`src/rtl/key_schedule_multi_pkg.sv`:
```
// Shared constants, state encoding and helpers for the multi-size AES key expansion.
// Holds the S-box table used by the SubWord lookups.
package key_schedule_multi_pkg;

  localparam int unsigned Nb    = 4;
  localparam int unsigned WordW = 32;

  localparam logic [1:0] Mode128 = 2'b00;
  localparam logic [1:0] Mode192 = 2'b01;
  localparam logic [1:0] Mode256 = 2'b10;

  typedef enum logic [1:0] {
    StIdle,
    StLoad,
    StGen
  } state_e;

  // Nk - 1 is the window tap holding w[i-Nk].
  function automatic logic [2:0] nk_m1(input logic [1:0] mode);
    unique case (mode)
      Mode192: nk_m1 = 3'd5;
      Mode256: nk_m1 = 3'd7;
      default: nk_m1 = 3'd3;
    endcase
  endfunction

  // Index of the final word, 4*Nr+3.
  function automatic logic [5:0] last_word(input logic [1:0] mode);
    unique case (mode)
      Mode192: last_word = 6'd51;
      Mode256: last_word = 6'd59;
      default: last_word = 6'd43;
    endcase
  endfunction

  function automatic logic [7:0] xtime(input logic [7:0] b);
    xtime = {b[6:0], 1'b0} ^ (b[7] ? 8'h1b : 8'h00);
  endfunction

  localparam logic [7:0] Sbox [256] = '{
    8'h63, 8'h7c, 8'h77, 8'h7b, 8'hf2, 8'h6b, 8'h6f, 8'hc5,
    8'h30, 8'h01, 8'h67, 8'h2b, 8'hfe, 8'hd7, 8'hab, 8'h76,
    8'hca, 8'h82, 8'hc9, 8'h7d, 8'hfa, 8'h59, 8'h47, 8'hf0,
    8'had, 8'hd4, 8'ha2, 8'haf, 8'h9c, 8'ha4, 8'h72, 8'hc0,
    8'hb7, 8'hfd, 8'h93, 8'h26, 8'h36, 8'h3f, 8'hf7, 8'hcc,
    8'h34, 8'ha5, 8'he5, 8'hf1, 8'h71, 8'hd8, 8'h31, 8'h15,
    8'h04, 8'hc7, 8'h23, 8'hc3, 8'h18, 8'h96, 8'h05, 8'h9a,
    8'h07, 8'h12, 8'h80, 8'he2, 8'heb, 8'h27, 8'hb2, 8'h75,
    8'h09, 8'h83, 8'h2c, 8'h1a, 8'h1b, 8'h6e, 8'h5a, 8'ha0,
    8'h52, 8'h3b, 8'hd6, 8'hb3, 8'h29, 8'he3, 8'h2f, 8'h84,
    8'h53, 8'hd1, 8'h00, 8'hed, 8'h20, 8'hfc, 8'hb1, 8'h5b,
    8'h6a, 8'hcb, 8'hbe, 8'h39, 8'h4a, 8'h4c, 8'h58, 8'hcf,
    8'hd0, 8'hef, 8'haa, 8'hfb, 8'h43, 8'h4d, 8'h33, 8'h85,
    8'h45, 8'hf9, 8'h02, 8'h7f, 8'h50, 8'h3c, 8'h9f, 8'ha8,
    8'h51, 8'ha3, 8'h40, 8'h8f, 8'h92, 8'h9d, 8'h38, 8'hf5,
    8'hbc, 8'hb6, 8'hda, 8'h21, 8'h10, 8'hff, 8'hf3, 8'hd2,
    8'hcd, 8'h0c, 8'h13, 8'hec, 8'h5f, 8'h97, 8'h44, 8'h17,
    8'hc4, 8'ha7, 8'h7e, 8'h3d, 8'h64, 8'h5d, 8'h19, 8'h73,
    8'h60, 8'h81, 8'h4f, 8'hdc, 8'h22, 8'h2a, 8'h90, 8'h88,
    8'h46, 8'hee, 8'hb8, 8'h14, 8'hde, 8'h5e, 8'h0b, 8'hdb,
    8'he0, 8'h32, 8'h3a, 8'h0a, 8'h49, 8'h06, 8'h24, 8'h5c,
    8'hc2, 8'hd3, 8'hac, 8'h62, 8'h91, 8'h95, 8'he4, 8'h79,
    8'he7, 8'hc8, 8'h37, 8'h6d, 8'h8d, 8'hd5, 8'h4e, 8'ha9,
    8'h6c, 8'h56, 8'hf4, 8'hea, 8'h65, 8'h7a, 8'hae, 8'h08,
    8'hba, 8'h78, 8'h25, 8'h2e, 8'h1c, 8'ha6, 8'hb4, 8'hc6,
    8'he8, 8'hdd, 8'h74, 8'h1f, 8'h4b, 8'hbd, 8'h8b, 8'h8a,
    8'h70, 8'h3e, 8'hb5, 8'h66, 8'h48, 8'h03, 8'hf6, 8'h0e,
    8'h61, 8'h35, 8'h57, 8'hb9, 8'h86, 8'hc1, 8'h1d, 8'h9e,
    8'he1, 8'hf8, 8'h98, 8'h11, 8'h69, 8'hd9, 8'h8e, 8'h94,
    8'h9b, 8'h1e, 8'h87, 8'he9, 8'hce, 8'h55, 8'h28, 8'hdf,
    8'h8c, 8'ha1, 8'h89, 8'h0d, 8'hbf, 8'he6, 8'h42, 8'h68,
    8'h41, 8'h99, 8'h2d, 8'h0f, 8'hb0, 8'h54, 8'hbb, 8'h16
  };

endpackage

```
`src/rtl/key_schedule_multi_sub_word.sv`:
```
// SubWord: four parallel S-box lookups on a 32-bit word, purely combinational.
module key_schedule_multi_sub_word
  import key_schedule_multi_pkg::*;
(
  input  logic [WordW-1:0] word_i,
  output logic [WordW-1:0] word_o
);

  assign word_o = {Sbox[word_i[31:24]], Sbox[word_i[23:16]],
                   Sbox[word_i[15:8]],  Sbox[word_i[7:0]]};

endmodule

```
`src/rtl/key_schedule_multi.sv`:
```
// Word-serial AES-128/192/256 key expansion emitting one 128-bit round key every four cycles.
// A window of the last Nk words feeds the recurrence; a 4-word assembler builds round keys.
module key_schedule_multi
  import key_schedule_multi_pkg::*;
#(
  parameter bit EN_192 = 1'b1,
  parameter bit EN_256 = 1'b1
) (
  input  logic         clk,
  input  logic         reset,
  input  logic         en,
  input  logic [1:0]   mode,
  input  logic [255:0] key,
  output logic [127:0] round_key,
  output logic [3:0]   round_idx,
  output logic         w_e,
  output logic         en_o,
  output logic         busy
);

  state_e       state_q, state_d;
  logic [255:0] key_q, key_d;
  logic [2:0]   nk_m1_q, nk_m1_d;
  logic [5:0]   last_q, last_d;
  logic [5:0]   i_q, i_d;
  logic [2:0]   j_q, j_d;
  logic [7:0]   rcon_q, rcon_d;
  logic [31:0]  win_q [8];
  logic [31:0]  win_d [8];
  logic [31:0]  asm_q [3];
  logic [31:0]  asm_d [3];
  logic [127:0] round_key_q, round_key_d;
  logic [3:0]   round_idx_q, round_idx_d;
  logic         w_e_q, w_e_d;
  logic         en_o_q, en_o_d;

  logic [1:0]   mode_eff;
  logic [31:0]  prev_w, old_w, sw_in, sw_out, new_word;
  logic         word_vld;

  // Disabled key sizes fall back to AES-128.
  always_comb begin
    mode_eff = Mode128;
    if (EN_192 && (mode == Mode192)) mode_eff = Mode192;
    if (EN_256 && (mode == Mode256)) mode_eff = Mode256;
  end

  assign prev_w = win_q[0];
  assign old_w  = win_q[nk_m1_q];
  assign sw_in  = (j_q == 3'd0) ? {prev_w[23:0], prev_w[31:24]} : prev_w;

  key_schedule_multi_sub_word u_sub_word (
    .word_i (sw_in),
    .word_o (sw_out)
  );

  always_comb begin
    state_d     = state_q;
    key_d       = key_q;
    nk_m1_d     = nk_m1_q;
    last_d      = last_q;
    i_d         = i_q;
    j_d         = j_q;
    rcon_d      = rcon_q;
    win_d       = win_q;
    asm_d       = asm_q;
    round_key_d = round_key_q;
    round_idx_d = round_idx_q;
    w_e_d       = 1'b0;
    en_o_d      = 1'b0;
    new_word    = '0;
    word_vld    = 1'b0;

    unique case (state_q)
      StIdle: begin
        // The cycle carrying en_o still counts as busy, so en is not taken then.
        if (en && !en_o_q) begin
          key_d   = key;
          nk_m1_d = nk_m1(mode_eff);
          last_d  = last_word(mode_eff);
          i_d     = '0;
          j_d     = '0;
          rcon_d  = 8'h01;
          state_d = StLoad;
        end
      end
      StLoad: begin
        new_word = key_q[255:224];
        key_d    = key_q << 32;
        word_vld = 1'b1;
      end
      StGen: begin
        word_vld = 1'b1;
        if (j_q == 3'd0) begin
          new_word = old_w ^ sw_out ^ {rcon_q, 24'h0};
          rcon_d   = xtime(rcon_q);
        end else if ((nk_m1_q == 3'd7) && (j_q == 3'd4)) begin
          new_word = old_w ^ sw_out;
        end else begin
          new_word = old_w ^ prev_w;
        end
      end
      default: state_d = StIdle;
    endcase

    if (word_vld) begin
      i_d = i_q + 6'd1;
      j_d = (j_q == nk_m1_q) ? 3'd0 : j_q + 3'd1;
      if ((state_q == StLoad) && (j_q == nk_m1_q)) state_d = StGen;
      if (i_q == last_q) begin
        state_d = StIdle;
        en_o_d  = 1'b1;
      end

      win_d[0] = new_word;
      for (int k = 1; k < 8; k++) win_d[k] = win_q[k-1];

      unique case (i_q[1:0])
        2'd0: asm_d[0] = new_word;
        2'd1: asm_d[1] = new_word;
        2'd2: asm_d[2] = new_word;
        default: begin
          round_key_d = {asm_q[0], asm_q[1], asm_q[2], new_word};
          round_idx_d = i_q[5:2];
          w_e_d       = 1'b1;
        end
      endcase
    end
  end

  always_ff @(posedge clk or posedge reset) begin
    if (reset) begin
      state_q     <= StIdle;
      key_q       <= '0;
      nk_m1_q     <= 3'd3;
      last_q      <= 6'd43;
      i_q         <= '0;
      j_q         <= '0;
      rcon_q      <= 8'h01;
      for (int k = 0; k < 8; k++) win_q[k] <= '0;
      for (int k = 0; k < 3; k++) asm_q[k] <= '0;
      round_key_q <= '0;
      round_idx_q <= '0;
      w_e_q       <= 1'b0;
      en_o_q      <= 1'b0;
    end else begin
      state_q     <= state_d;
      key_q       <= key_d;
      nk_m1_q     <= nk_m1_d;
      last_q      <= last_d;
      i_q         <= i_d;
      j_q         <= j_d;
      rcon_q      <= rcon_d;
      win_q       <= win_d;
      asm_q       <= asm_d;
      round_key_q <= round_key_d;
      round_idx_q <= round_idx_d;
      w_e_q       <= w_e_d;
      en_o_q      <= en_o_d;
    end
  end

  assign round_key = round_key_q;
  assign round_idx = round_idx_q;
  assign w_e       = w_e_q;
  assign en_o      = en_o_q;
  assign busy      = (state_q != StIdle) || en_o_q;

endmodule

```
`config.mk`:
```
export PLATFORM = sky130hd
export DESIGN_NAME = key_schedule_multi
export DESIGN_NICKNAME = d
export VERILOG_FILES = /design/src/rtl/key_schedule_multi_pkg.sv /design/src/rtl/key_schedule_multi_sub_word.sv /design/src/rtl/key_schedule_multi.sv
export SDC_FILE = /design/constraint.sdc
export NUM_CORES = 2
export LEC_CHECK = 0
export ABC_AREA = 1
export BUFFER_PORTS_ARGS = -buffer_cell sky130_fd_sc_hd__buf_4
export CAP_MARGIN = 20
export CORE_MARGIN = 2
export CORE_UTILIZATION = 45
export DETAILED_ROUTE_END_ITERATION = 7
export GPL_TIMING_DRIVEN = 0
export RECOVER_POWER = 100
export REMOVE_ABC_BUFFERS = 1
export SYNTH_ARGS = -nofsm -noshare
export SYNTH_HDL_FRONTEND = slang
export SYNTH_SLANG_ARGS = --single-unit
```
`constraint.sdc`:
```
create_clock -name clk -period 80.2 [get_ports clk]
set_clock_uncertainty 0.1 [all_clocks]
set_input_delay 20.05 -clock clk [delete_from_list [all_inputs] [get_ports clk]]
set_output_delay 20.05 -clock clk [all_outputs]
set_load 0.005 [all_outputs]
```
# Word-level counts from Yosys, hierarchy flattened
# Memory sizes are Yosys's and may differ from the RTL's.
# Cells that the tools add are included.
# W data, S select, Z words.
# word_totals
reg_bits,770
romBits,8192
input_bits,261
mem_count,4
# mem_list
memory,depth,word_bits,rd,rd_ports_with_merged_regs,write_ports,line_no,text
(name not given),256,8,1,0,0,key_schedule_multi_sub_word.sv:10,"Sbox[word_i[15:8]], Sbox[word_i[7:0]]};"
(name not given),256,8,1,0,0,key_schedule_multi_sub_word.sv:9,"assign word_o = {Sbox[word_i[31:24]], Sbox[word_i[23:16]],"
(name not given),256,8,1,0,0,key_schedule_multi_sub_word.sv:10,
(name not given),256,8,1,0,0,key_schedule_multi_sub_word.sv:9,
# op_classes
add_sub_neg,2
n_lt_le_gt_ge,5
n_eq_ne,14
mux,42
bitwise_logic,10
reduce_logical,23
# ops
op,n
$pmux W256 S2,1
$mux W256,1
$mux W32,5
$bmux W32 S3,1
$xor A32 B32 Y32,3
$mux W8,10
$pmux W32 S2,1
$ge A9 B9 Y1 const B,4
$not A8 Y9,4
$mux W6,3
$pmux W8 S2,1
$reduce_and A2 Y1,7
$mux W3,4
$mux W2,5
$pmux W5 S2,1
$reduce_bool A2 Y1,5
$eq A2 B1 Y1 const B,4
$eq A2 B2 Y1 const B,4
$xor A8 B5 Y8,1
$add A6 B1 Y6 const B,1
$eq A3 B3 Y1 const B,2
$eq A6 B6 Y1,1
$mux W1,6
$pmux W3 S2,1
other kinds (16),20

# Depth between registers and ports, before layout
# logic_depth
depth_word,10
ltp_mapped,27
ltp_nobuf,26

# Modules after synthesis
# From an unflattened synthesis, not the netlist that was laid out.
# unflattened
cells_unflattened,7038
hier_area_um2,46995.1
# by_module_without_submodules
module,instances,cells_each,area_per_inst_um2,seq_area_each_um2
key_schedule_multi,1,4499,35333.9,19095.8
key_schedule_multi_sub_word,1,2539,11661.2,0.0

# Worst setup path after synthesis
# Ideal clock, no wire load.
# synth_timing
kind,input -> register
from,input en
to,register key_q[100]
setup_time_ns,0.141
t_arrival_ns,21.542
t_required_ns,79.959
slack_ns,58.417
stages,8
path_buffers,3
path_cell_list,nand2_1 > nor2_1 > inv_1 > o21ai_0 > clkbuf_1 > clkbuf_1 > clkbuf_1 > a31oi_1
# synth_between
elab_chain_cells,3
# synth_lines
element,line_no,text
"start, declared",key_schedule_multi.sv:11,"input logic en,"
$logic_and A1 B1 Y1,key_schedule_multi.sv:77,if (en && !en_o_q) begin
$ne A2 B2 Y1 (no source line),--,
$reduce_and A2 Y1 (no source line),--,
"end signal, assigned",key_schedule_multi.sv:148,key_q <= key_d;
"end, declared",key_schedule_multi.sv:22,"logic [255:0] key_q, key_d;"
# Every way passes these cells.
# A chain may end at the register's enable or synchronous reset.

==> metrics.yaml <==
status:
  status: "finished with violations"
  failed_checks: "capacitance limit, slew limit"
yosys:
  yosys.area.top_type_share_pct: 41.7
  yosysSeqAreaShare_pct: 41.8
  yosysMostFrequentCell: "nand2_1"
  ys_top_cells_by_count: "nand2_1 (2289), nand3_1 (1238), dfrtp_1 (761), inv_1 (500), o21ai_0 (461)"
  syn_inst: 6691
  yosysUniqueCellTypes: 39
  synth_edf_count: 0
  synthFlopType: "dfrtp_1"
  syn_area_um2: 45700
  yosys_warnings: 0
  synth-async-reset-ratio_pct: 100
  synth.largest_area_cell: "dfrtp_1"
  yosys-top-cells-area: "dfrtp_1 (42%), nand2_1 (19%), nand3_1 (14%)"
  synth_seq_cells: 763
  syn_area_per_cell_um2: 6.83
global_routing:
  use_met1_pct: 46.2
  grt_use_total_pct: 33.9
  grt.busiest_layer: "met2"
  antenna_found_initial: 3
  grt_overflow_total: 0
  met3_usage_pct: 7.55
  grt_pass1_vias: 43716
  use_met2_pct: 51.7
  grt_max_degree: 124
  grt_pass1_wl_mm: 272
cells_and_area:
  syn_to_final_growth_pct: 14.7
  fin_cells: 8241
  fin_util_pct: 52.2
  drive_gt1_share_pct: 9.47
  nNetsFinal: 7120
  n_fill_cell: 10258
  finish.instance_area_um2: 52400
sta:
  grt_setup_unrepaired: "no"
  worst_slew_pin_slew_ns: 6.38
  tns_ns: 0
  drv_slew: 1841
  relSlewSlack_pct: -325
  setup_violations: 0
  finalCriticalPeriod_ns: 35.35
  max_freq_mhz: 28.3
  finalCritPeriodShare_pct: 44.1
  hold_viol: 0
worst_setup_path:
  slowest_delay_ns: 4.56
  regToRegSetupSlack_ns: 65.86
  critPathKind: "in -> async"
  crit_chain: "clkbuf_4 -> clkinvlp_2 -> clkbuf_1 -> clkbuf_1 -> clkbuf_1"
  cp_top_family: "buffers and inverters"
  cp_max_fo: 120
  cp_data_required_time_ns: 79.82
  crit_top_cell: "clkbuf_1"
  cp_num_buf_inv: 5
  cp.arrival_ns: 34.97
  critPathSlowestCell: "clkbuf_1"
  end_kind: "asynchronous set/reset pin"
  critical_path.startpoint_type: "primary input"
clock_network:
  clockBufferDepth: 3
  root_buffer: "clkbuf_16"
  tritoncts: "built"
  clk-insertion-delay-late_ns: 0.69
  path_clk_slew_ns: 0.06
  cts_resized: 0
  cts_hold_buf: 0
  h-tree-depth: 3
  postCtsSetupRepairBufs: 0
  cts_buffers: 85
  clock_sinks: 763
die:
  die_h_um: 323
  start_util_pct: 45.5
  die_area_um2: 104000
  core_region_area_um2: 100000
  die_width_um: 323
  std_cell_rows: 116
  io_pins: 396
placed_design:
  io_buffers: 395
  place_congestion: 0.974
  dp.cells: 8085
  dpl-instance-area_um2: 50400
  dp_hpwl_mm: 125
route:
  wire_per_inst_um: 21.7
  vias: 46941
  drtIter0Drc: 5614
  final_antenna_net_count: 0
  first_pass_iters: 8
  viasPerCell: 5.70
  drt-total-wl_mm: 179
  drc_errors: 0
hold_path:
  min_path_type: "reg -> reg"
run:
  maxCapViolations: 26
worst paths after layout:
kind                       startpoint         end  cells after the start
setup / recovery                reset   asm_q[38]                      5
hold / removal             win_q[106]   win_q[74]                      2
setup reg to reg           state_q[1]  key_q[162]                     18
hold reg to reg            win_q[106]   win_q[74]                      2
max in group clk                   en  key_q[162]                     15
min in group asynchronous       reset   win_q[46]                      2
layer usage:
layer,routed length (um),share of wire [%]
met5,12,0.0067
met4,8450,4.7
met3,16300,9.1
met1,74800,42
met2,79300,44
layout make-up:
type	count	area, um^2	share of cell area, %
multi-input combinational	4968	22900	43.6
antenna	1	2.50	0.00477
inverter	526	1980	3.78
tap	1357	1700	3.24
sequential	763	19100	36.4
clock inverter	27	447	0.852
clock buffer	127	2530	4.84
timing repair buffer	472	3780	7.22
metrics by stage:
stage,worst slack [ns],hold WS (ns)
2_1_floorplan,38.64,0.342
3_3_place_gp,21.26,0.352
3_5_place_dp,57.15,0.355
4_1_cts,57.85,0.365
5_1_grt,41.60,0.393
6_report,44.85,0.365
state kept, by name (all words and copies together), names as in the netlist, 3 cells and up:
signal and count:
win_q 224, rcon_q 8, round_idx 4, key_q 256
round_key 128, asm_q 96, prev_w 32, i_q 6
j_q 3
placed cells by master, fill, tap and decap left out, drive strengths merged, types with 2 or more instances in the layout:
| master | n |
|---|---|
| buf | 305 |
| dfrtp | 761 |
| nor3 | 5 |
| nand3 | 1250 |
| nand2 | 2355 |
| clkinvlp | 3 |
| bufinv | 6 |
| nand4 | 13 |
| ha | 43 |
| clkbuf | 294 |
| nor2 | 350 |
| nor3b | 2 |
| clkinv | 22 |
| a21oi | 135 |
| or2 | 19 |
| nand3b | 12 |
| dfstp | 2 |
| o211ai | 36 |
| inv | 522 |
| xor2 | 21 |
| a31oi | 228 |
| o21ai | 493 |
worst min-delay path, delay by kind of cell, from the launching register on:
family / cells / cell delay, ns
and+or+nand+nor: 1 / 0.05
AOI/OAI and AO/OA: 1 / 0.06
DFF: 1 / 0.34
cell families after synthesis:
| family | share of synthesized area, % |
|---|---|
| AOI/OAI and AO/OA | 10.8 |
| xor gates and xnor gates | 0.402 |
| adders and majority gates | 1.18 |
| buffers and inverters | 8.54 |
| DFF | 41.8 |
| and+or+nand+nor | 37.3 |
Power is left out: the tool's default activity adds up to more than one toggle a clock period on the data nets, which glitch-free logic cannot reach.
